$ cat config.mk
export PLATFORM = sky130hd
export DESIGN_NAME = bpm_packet_collector
export DESIGN_NICKNAME = d
export VERILOG_FILES = /design/src/rtl/bpm_packet_collector.sv
export SDC_FILE = /design/constraint.sdc
export NUM_CORES = 2
export LEC_CHECK = 0
export ABC_CLOCK_PERIOD_IN_PS = 9900
export BUFFER_PORTS_ARGS = -buffer_cell sky130_fd_sc_hd__buf_2
export CORE_UTILIZATION = 60
export DETAILED_ROUTE_END_ITERATION = 8
export GPL_TIMING_DRIVEN = 0
export PLACE_DENSITY = 0.76
export SYNTH_ARGS = -nofsm -noshare
export SYNTH_HDL_FRONTEND = slang
export SYNTH_SLANG_ARGS = --single-unit
$ cat constraint.sdc
create_clock -name ACLK -period 9.9 [get_ports ACLK]
set_input_delay 1.485 -clock ACLK [delete_from_list [all_inputs] [get_ports ACLK]]
set_output_delay 1.485 -clock ACLK [all_outputs]
set_load 0.02 [all_outputs]
$ cat src/rtl/bpm_packet_collector.sv
// bpm_packet_collector
//   Collects one fast-acquisition cycle of merged BPM readback words. Each word
//   is validated and sorted into a per-BPM readout RAM. The collection window
//   opens on FA_SYNC. It closes when all NBPM BPMs have reported or when
//   TIMEOUT cycles have elapsed. On close, the seen-bitmap and the unique
//   count are latched and cycle_done pulses for one cycle.
//
//   Optional feature macro: BPM_SUM_CHECK_EN (low-signal Sum rejection).
//
// Ports
//   ACLK, ARESET        clock, async active-high reset
//   FA_SYNC             one-cycle pulse that starts a new cycle
//   S00_AXIS_*          112-bit input stream {hdr, idx, X, Y, Sum}; TREADY is state-only
//   rd_addr / rd_data   readout RAM port, 1-cycle latency, returns {X,Y,Sum}
//   cycle_done          one-cycle pulse at window close
//   timed_out           last window closed without full coverage (latched)
//   seen, good_count    bitmap / unique count of the last window (latched)
//   *_count             16-bit saturating error counters
//
// state     | meaning
// ----------+--------------------------------------------------------------
// S_IDLE    | waiting for FA_SYNC; accepted words are strays
// S_CLEAR   | one cycle: zero working bitmap, unique counter, timer
// S_COLLECT | window open; classify and store words
// S_DONE    | one cycle: pulse cycle_done, latch seen/good_count
module bpm_packet_collector #(
    parameter int          NBPM    = 32,
    parameter int          TIMEOUT = 5000,
    parameter logic [7:0]  HDR     = 8'hA5,
    parameter logic [31:0] SUM_MIN = 32'd1000,
    parameter int          AW      = (NBPM > 1) ? $clog2(NBPM) : 1
) (
    input  logic            ACLK,
    input  logic            ARESET,
    input  logic            FA_SYNC,
    input  logic            S00_AXIS_TVALID,
    input  logic [111:0]    S00_AXIS_TDATA,
    output logic            S00_AXIS_TREADY,
    input  logic [AW-1:0]   rd_addr,
    output logic [95:0]     rd_data,
    output logic            cycle_done,
    output logic            timed_out,
    output logic [NBPM-1:0] seen,
    output logic [8:0]      good_count,
    output logic [15:0]     bad_hdr_count,
    output logic [15:0]     dup_count,
    output logic [15:0]     stray_count,
    output logic [15:0]     low_sum_count
);

    localparam int TW = $clog2(TIMEOUT);

    typedef enum logic [1:0] {S_IDLE, S_CLEAR, S_COLLECT, S_DONE} state_t;

    state_t            state_q, state_d;
    logic [NBPM-1:0]   bitmap_q, bitmap_d;
    logic [8:0]        uniq_q, uniq_d;
    logic [TW-1:0]     timer_q, timer_d;
    logic              restart_q, restart_d;
    logic              timed_out_q, timed_out_d;
    logic [NBPM-1:0]   seen_q, seen_d;
    logic [8:0]        good_q, good_d;
    logic [15:0]       bad_q, bad_d, dup_q, dup_d, stray_q, stray_d;
    logic              bad_inc, dup_inc, stray_inc, wr_en;
    logic [95:0]       mem_q [NBPM];
    logic [95:0]       rd_data_q;

    logic [7:0]        hdr;
    logic [7:0]        idx;
    logic [AW-1:0]     idx_a;
    logic [95:0]       payload;
    logic              accept, idx_ok, rd_ok;

    assign hdr     = S00_AXIS_TDATA[111:104];
    assign idx     = S00_AXIS_TDATA[103:96];
    assign payload = S00_AXIS_TDATA[95:0];
    assign idx_a   = idx[AW-1:0];
    assign idx_ok  = (32'(idx) < NBPM);
    assign rd_ok   = (32'(rd_addr) < NBPM);

    assign S00_AXIS_TREADY = (state_q == S_IDLE) || (state_q == S_COLLECT);
    assign accept          = S00_AXIS_TVALID && S00_AXIS_TREADY;

    function automatic logic [15:0] sat_inc(input logic [15:0] v, input logic inc);
        return (inc && (v != 16'hFFFF)) ? v + 16'd1 : v;
    endfunction

`ifdef BPM_SUM_CHECK_EN
    logic        low_inc;
    logic [15:0] low_q, low_d;
    logic        sum_low;
    assign sum_low = (S00_AXIS_TDATA[31:0] < SUM_MIN);
`endif

    always_comb begin
        state_d     = state_q;
        bitmap_d    = bitmap_q;
        uniq_d      = uniq_q;
        timer_d     = timer_q;
        restart_d   = restart_q;
        timed_out_d = timed_out_q;
        seen_d      = seen_q;
        good_d      = good_q;
        bad_inc     = 1'b0;
        dup_inc     = 1'b0;
        stray_inc   = 1'b0;
        wr_en       = 1'b0;
`ifdef BPM_SUM_CHECK_EN
        low_inc     = 1'b0;
`endif
        case (state_q)
            S_IDLE: begin
                stray_inc = accept;
                if (FA_SYNC) state_d = S_CLEAR;
            end
            S_CLEAR: begin
                bitmap_d = '0;
                uniq_d   = '0;
                timer_d  = '0;
                state_d  = S_COLLECT;
            end
            S_COLLECT: begin
                timer_d = timer_q + 1'b1;
                if (accept) begin
                    if ((hdr != HDR) || !idx_ok) begin
                        bad_inc = 1'b1;
                    end else if (bitmap_q[idx_a]) begin
                        dup_inc = 1'b1;
`ifdef BPM_SUM_CHECK_EN
                    end else if (sum_low) begin
                        low_inc = 1'b1;
`endif
                    end else begin
                        wr_en           = 1'b1;
                        bitmap_d[idx_a] = 1'b1;
                        uniq_d          = uniq_q + 9'd1;
                    end
                end
                // Full coverage wins over timeout/sync when both land on the same edge.
                if (uniq_d == 9'(NBPM)) begin
                    state_d     = S_DONE;
                    timed_out_d = 1'b0;
                end else if ((timer_q == TW'(TIMEOUT - 1)) || FA_SYNC) begin
                    state_d     = S_DONE;
                    timed_out_d = 1'b1;
                end
                if (FA_SYNC) restart_d = 1'b1;
            end
            S_DONE: begin
                seen_d    = bitmap_q;
                good_d    = uniq_q;
                restart_d = 1'b0;
                state_d   = (restart_q || FA_SYNC) ? S_CLEAR : S_IDLE;
            end
            default: state_d = S_IDLE;
        endcase
        bad_d   = sat_inc(bad_q, bad_inc);
        dup_d   = sat_inc(dup_q, dup_inc);
        stray_d = sat_inc(stray_q, stray_inc);
`ifdef BPM_SUM_CHECK_EN
        low_d   = sat_inc(low_q, low_inc);
`endif
    end

    always_ff @(posedge ACLK or posedge ARESET) begin
        if (ARESET) begin
            state_q     <= S_IDLE;
            bitmap_q    <= '0;
            uniq_q      <= '0;
            timer_q     <= '0;
            restart_q   <= 1'b0;
            timed_out_q <= 1'b0;
            seen_q      <= '0;
            good_q      <= '0;
            bad_q       <= '0;
            dup_q       <= '0;
            stray_q     <= '0;
        end else begin
            state_q     <= state_d;
            bitmap_q    <= bitmap_d;
            uniq_q      <= uniq_d;
            timer_q     <= timer_d;
            restart_q   <= restart_d;
            timed_out_q <= timed_out_d;
            seen_q      <= seen_d;
            good_q      <= good_d;
            bad_q       <= bad_d;
            dup_q       <= dup_d;
            stray_q     <= stray_d;
        end
    end

`ifdef BPM_SUM_CHECK_EN
    always_ff @(posedge ACLK or posedge ARESET) begin
        if (ARESET) low_q <= '0;
        else        low_q <= low_d;
    end
    assign low_sum_count = low_q;
`else
    localparam logic [31:0] sum_min_unused = SUM_MIN;
    assign low_sum_count = '0;
`endif

    // Readout RAM is not reset; read-before-write gives old data on collision.
    always_ff @(posedge ACLK) begin
        if (wr_en) mem_q[idx_a] <= payload;
        rd_data_q <= rd_ok ? mem_q[rd_addr] : '0;
    end

    assign rd_data       = rd_data_q;
    assign cycle_done    = (state_q == S_DONE);
    assign timed_out     = timed_out_q;
    assign seen          = seen_q;
    assign good_count    = good_q;
    assign bad_hdr_count = bad_q;
    assign dup_count     = dup_q;
    assign stray_count   = stray_q;

endmodule
After elaboration in Yosys (flattened, before gate mapping)

Memory sizes are Yosys's and may differ from the RTL's. A register that Yosys moved wholly into a read port is not among the register bits.
Cells that the tools add are included.
W data, S select, Z words.

Bits in registers: 147
Bits in writable memories: 3072
Input bits: 121
Output and inout port bits: 204
Logic and storage cells: 91
Memories: 1

Memory list:

| memory | depth | bits a word | read ports | clocked after memory_dff | wr ports | line | source |
|---|---|---|---|---|---|---|---|
| mem_q  | 32    | 96          | 1          | 1                        | 1        | 65   | `logic [95:0] mem_q [NBPM];` |

Add/subtract/negate cells: 5
Order comparisons: 3
Equality and inequality tests: 15
Mux-type cells: 37
Bitwise logic cells: 1
Reduce and logical (&&, ||, !) cells: 18

Operators by type and width:

| cell                    | count |
|---|---|
| $mux W32                | 3 |
| $pmux W32 S2            | 1 |
| $add A16 B1 Y16 const B | 3 |
| $ne A16 B16 Y1 const B  | 3 |
| $mux W9                 | 4 |
| $or A32 B32 Y32         | 1 |
| $pmux W13 S2            | 1 |
| $mux W1                 | 20 |
| $pmux W9 S2             | 1 |
| $add A13 B1 Y13 const B | 1 |
| $eq A13 B13 Y1 const B  | 1 |
| $ne A2 B2 Y1 const B    | 5 |
| $add A9 B1 Y9 const B   | 1 |
| $eq A9 B6 Y1 const B    | 1 |
| $lt A8 B6 Y1 const B    | 1 |
| $ne A8 B8 Y1 const B    | 1 |
| $pmux W2 S4             | 1 |
| $lt A5 B6 Y1 const B    | 1 |
| $mux W2                 | 3 |
| $reduce_and A2 Y1       | 3 |
| $reduce_bool A2 Y1      | 3 |
| $bmux W1 S5             | 1 |
| $demux W1 S5            | 1 |
| $ge A5 B1 Y1 const B    | 1 |
| 9 further kinds         | 17 |

Logic depth before layout (Yosys ltp)

Depth in word-level cells: 9
Mapped depth: 10
Depth with buffers taken out: 8

Worst setup path after synthesis

Ideal clock, no wire load.

Kind: input-to-reg
From: in S00_AXIS_TDATA[97]
To: mem mem_q[26][0], enable pin
Setup time: 668 ps
Arrival time: 9546 ps
Required time: 9232 ps
Slack: -314 ps
Stages: 7
Path buffers: 2
Path through: buf_6 > buf_2 > mux2i_1 > o221ai_4 > a2111oi_4 > nand2_2 > nor3_1

Word-level cells in the longest chain between the ends: 8
Elaborated cells between the ends (all ways): 11
Those cells by class: 1 x order compare; 8 x mux; 2 x reduce/logical

Ends and longest elaborated chain:

| item                                                                     | line     | source |
|---|---|---|
| start: declaration                                                       | 37       | `input logic [111:0] S00_AXIS_TDATA,` |
| $bmux W1 S5 / $lt A8 B6 Y1 (equally long branches)                       | 127, 78  |  |
| $mux W1 (not written as such) / $logic_not A1 Y1 (equally long branches) | 127, 125 |  |
| $mux W1 / $logic_or A1 B1 Y1 (equally long branches)                     | 127, 125 |  |
| $mux W1                                                                  | 125      | `if ((hdr != HDR) \|\| !idx_ok) begin` |
| $mux W1                                                                  | 124      | `if (accept) begin` |
| $mux W1                                                                  | 111      | `case (state_q)` |
| $mux W1                                                                  | 206      | `if (wr_en) mem_q[idx_a] <= payload;` |
| $mux W1 (not written as such)                                            | 206      |  |
| end: declaration                                                         | 65       |  |

Several ways; a longest one is shown, not always the timed one. The select of a mux whose other input is x is not followed.

Worst setup path in the final report

From: in S00_AXIS_TDATA[97]
To: mem mem_q[23][89], enable pin

Same word-level chain as after synthesis.

==> insert_results.sql <==
INSERT INTO impl_metrics (metric_group, metric, value, unit) VALUES
('grt', 'first_global_vias', '65700', ''),
('logic_synthesis', 'yosys.area.top_type_share', '73.9', '%'),
('grt', 'global_route_wire_length_before_repair', '505000', 'µm'),
('logic_synthesis', 'synth_seq_area_share', '78.3', '%'),
('clock_tree', 'cts_made_buffers', '335', ''),
('run', 'drv.max_cap_violation_count', '2', ''),
('clock_tree', 'cts_resized', '0', ''),
('drt', 'ant_nets', '0', ''),
('outcome', 'status', 'finished, violations left', ''),
('worst_setup_path', 'critical-path-top-cell-by-count', 'sky130_fd_sc_hd__buf_12', ''),
('pwr', 'ir_worst_vdd', '0.219', 'mV'),
('sta', 'finalSetupViolations', '0', ''),
('drt', 'avgViaCountPerCell', '7.16', ''),
('worst_setup_path', 'critical-path-top-delay-family', 'simple AND/OR/NAND/NOR gates', ''),
('place', 'portBuffers', '302', ''),
('clock_tree', 'htreeDepth', '5', ''),
('die', 'dieWidth', '458', 'µm'),
('pwr', 'totalPowerFinal', '29500', 'µW'),
('worst_setup_path', 'r2r_end', 'mem_q[23][89]', ''),
('logic_synthesis', 'synthCells', '5080', ''),
('finish', 'final_layout_size_suffix_gt1_share', '36.3', '%'),
('drt', 'drt_pass1_iterations', '6', ''),
('place', 'routability_congestion_estimate', '0.799', ''),
('die', 'design.portCount', '325', ''),
('clock_tree', 'hold_buffers', '0', ''),
('die', 'die_height', '458', 'µm'),
('worst_setup_path', 'setup.reg_to_reg.worst_slack', '5.13', 'ns'),
('logic_synthesis', 'synth-edff-count', '3072', ''),
('drt', 'detail_route.drc_violations', '0', ''),
('worst_setup_path', 'path_buf_inv', '6', ''),
('worst_setup_path', 'required_time_at_the_worst_slack_endpoint', '10.52', 'ns'),
('clock_tree', 'sink_count', '3315', ''),
('clock_tree', 'clk_pin_slew_worst_paths', '0.06', 'ns'),
('sta', 'max-slew-margin-rel', '-13.3', '%'),
('drt', 'finalWirelength', '367000', 'µm'),
('sta', 'maxSlewViolCount', '24', ''),
('worst_setup_path', 'critical_path_depth', '11', ''),
('pwr', 'power-per-cell-area', '203', 'mW/mm²'),
('finish', 'finalNonFillerCells', '9070', ''),
('logic_synthesis', 'synth.top_cells.by_area', 'sky130_fd_sc_hd__edfxtp_1, sky130_fd_sc_hd__mux4_2, sky130_fd_sc_hd__dfrtp_1', ''),
('logic_synthesis', 'synthesis.area', '0.125', 'mm²'),
('worst_setup_path', 'slowest_stage', 'sky130_fd_sc_hd__nor2_4', ''),
('worst_setup_path', 'setup.worst_path.start', 'S00_AXIS_TDATA[97]', ''),
('logic_synthesis', 'yosys_register_bits', '3315', ''),
('die', 'starting_utilization_of_the_core_area', '60.3', '%'),
('worst_setup_path', 'crit_path_max_incr_delay', '0.94', 'ns'),
('logic_synthesis', 'synth.distinct_cells', '61', ''),
('outcome', 'violations_in_the_final_reports', 'capacitance limit, slew limit', ''),
('logic_synthesis', 'async_s_r_ff_share_synth', '4.43', '%'),
('logic_synthesis', 'most_used_flip_flop_cell_after_synthesis', 'sky130_fd_sc_hd__edfxtp_1', ''),
('worst_setup_path', 'crit-reg2reg-launch', 'bitmap_q[30]', ''),
('sta', 'rsz0062_at_grt', 'false', ''),
('place', 'dp_hpwl', '207000', 'µm'),
('worst_setup_path', 'worstSetupStartpointType', 'primary input', ''),
('worst_setup_path', 'critPathArrivalTime', '5.90', 'ns'),
('die', 'core-area', '0.207', 'mm²'),
('sta', 'period_share', '53.3', '%'),
('grt', 'grt_overflow_total', '0', ''),
('die', 'rows', '167', ''),
('drt', 'first_iter_violations', '11700', ''),
('logic_synthesis', 'yosysWarningCount', '0', ''),
('drt', 'route.detailed.wl_per_inst', '40.5', 'µm'),
('hold_path', 'holdCritPathClass', 'reg2reg', ''),
('sta', 'finalHoldViolations', '0', ''),
('worst_setup_path', 'crit_fanout', '20', ''),
('hold_path', 'holdPathStages', '1', ''),
('sta', 'post-route-min-period', '5.28', 'ns'),
('sta', 'finClkSkew', '0.0348', 'ns'),
('worst_setup_path', 'critPathCaptureType', 'flop', ''),
('worst_setup_path', 'cp_cell_sequence', 'buf_2 -> buf_6 -> buf_2 -> mux2i_1 -> o221ai_4 -> a2111oi_4 -> nand3_1 -> nor2_4 -> buf_12 -> buf_12 -> buf_12', ''),
('drt', 'route.vias.total', '65000', '');
-- placed cells by master, fill, tap and decap left out, drive strengths merged, types with 34 or more instances in the layout --
master	netlist	routed
clkinv	3	114
mux2	141	141
nor2	52	52
clkbuf	174	612
dfrtp	147	147
xnor2	34	34
dfxtp	96	96
nand2	40	40
mux4	961	961
buf	92	657
edfxtp	3072	3072
-- layout make-up --
class | instances | area [µm²]
well taps | 2788 | 3490
diodes | 32 | 80.1
clock buffers | 436 | 9030
clock inverters | 152 | 1370
inverters | 10 | 42.5
multi-input cells | 1504 | 26100
flip-flops and latches | 3315 | 97800
fillers | 11100 | 61600
repair buffers | 567 | 6250
plain buffers | 266 | 1190
-- report_power, final --
| group | leakage [µW] | total (µW) | internal, µW | switching (µW) |
|---|---|---|---|---|
| Combinational | 0.0119 | 1700 | 637 | 1060 |
| Clock | 0.00508 | 12400 | 7030 | 5370 |
| Sequential | 0.0304 | 15400 | 15400 | 67.7 |
-- through the flow --
step	util (%)	hold slack, ns	TNS, ns	instance area [µm²]	setup WS, ns
after floorplan	-	0.461	-169.53	125000	-0.282
after global placement	62.8	0.479	-	130000	-11.61
after detailed placement	65.1	0.482	0	135000	3.92
after CTS	70.1	0.496	0	145000	4.80
after global routing	70.2	0.512	0	145000	4.61
final	70.2	0.498	0	145000	4.62
-- worst min-delay path by stage --
stage | slack [ns] | end | startpoint
2_1_floorplan | 0.46 | bitmap_q[28] | bitmap_q[28]
3_3_place_gp | 0.48 | bad_hdr_count[15] | bad_hdr_count[15]
3_5_place_dp | 0.48 | dup_count[14] | dup_count[14]
4_1_cts | 0.50 | dup_count[14] | dup_count[14]
5_1_grt | 0.51 | dup_count[7] | dup_count[7]
6_report | 0.50 | bad_hdr_count[15] | bad_hdr_count[15]
-- kinds of logic after synthesis --
| family | count (synthesis) | synth area share, % |
|---|---|---|
| flops | 3315 | 78.3 |
| mux | 1122 | 18.8 |
| buf+inv | 276 | 0.960 |
| simple gates | 226 | 0.959 |
| compound gates | 77 | 0.510 |
| xor+xnor | 54 | 0.379 |
| fa+ha+maj | 9 | 0.0902 |
| other cells | 1 | 0.00300 |
-- sequential cells by signal (all words and copies together), names as in the netlist --
register       count
stray_count       16
rd_data           96
timed_out          1
good_count         9
state_q            2
timer_q           13
mem_q           3072
uniq_q             9
dup_count         16
seen              32
restart_q          1
bad_hdr_count     16
bitmap_q          32
-- cells in the mapped netlist (11+ instances only) --
library cell	n
sky130_fd_sc_hd__mux4_2	961
sky130_fd_sc_hd__dfrtp_1	147
sky130_fd_sc_hd__nand2_1	39
sky130_fd_sc_hd__and3_1	12
sky130_fd_sc_hd__clkbuf_1	174
sky130_fd_sc_hd__mux2_2	141
sky130_fd_sc_hd__xor2_1	20
sky130_fd_sc_hd__nor3_1	21
sky130_fd_sc_hd__buf_1	11
sky130_fd_sc_hd__o21a_1	16
sky130_fd_sc_hd__nor2_1	52
sky130_fd_sc_hd__buf_4	17
sky130_fd_sc_hd__buf_2	61
sky130_fd_sc_hd__edfxtp_1	3072
sky130_fd_sc_hd__mux2i_1	20
sky130_fd_sc_hd__o21ai_0	13
sky130_fd_sc_hd__nand4_1	20
sky130_fd_sc_hd__nand3_1	32
sky130_fd_sc_hd__xnor2_1	34
sky130_fd_sc_hd__a21o_1	13
sky130_fd_sc_hd__dfxtp_1	96
-- routing by layer --
layer | global-route usage [%] | vias to the layer above | share of wire, %
met5 | 0 | - | 0.026
met4 | 19.4 | 16 | 6.3
met3 | 8.61 | 1190 | 14
met2 | 55.1 | 6521 | 48
met1 | 45.5 | 33600 | 32
li1 | - | 23700 | -
(Power assumes the default switching activity.)
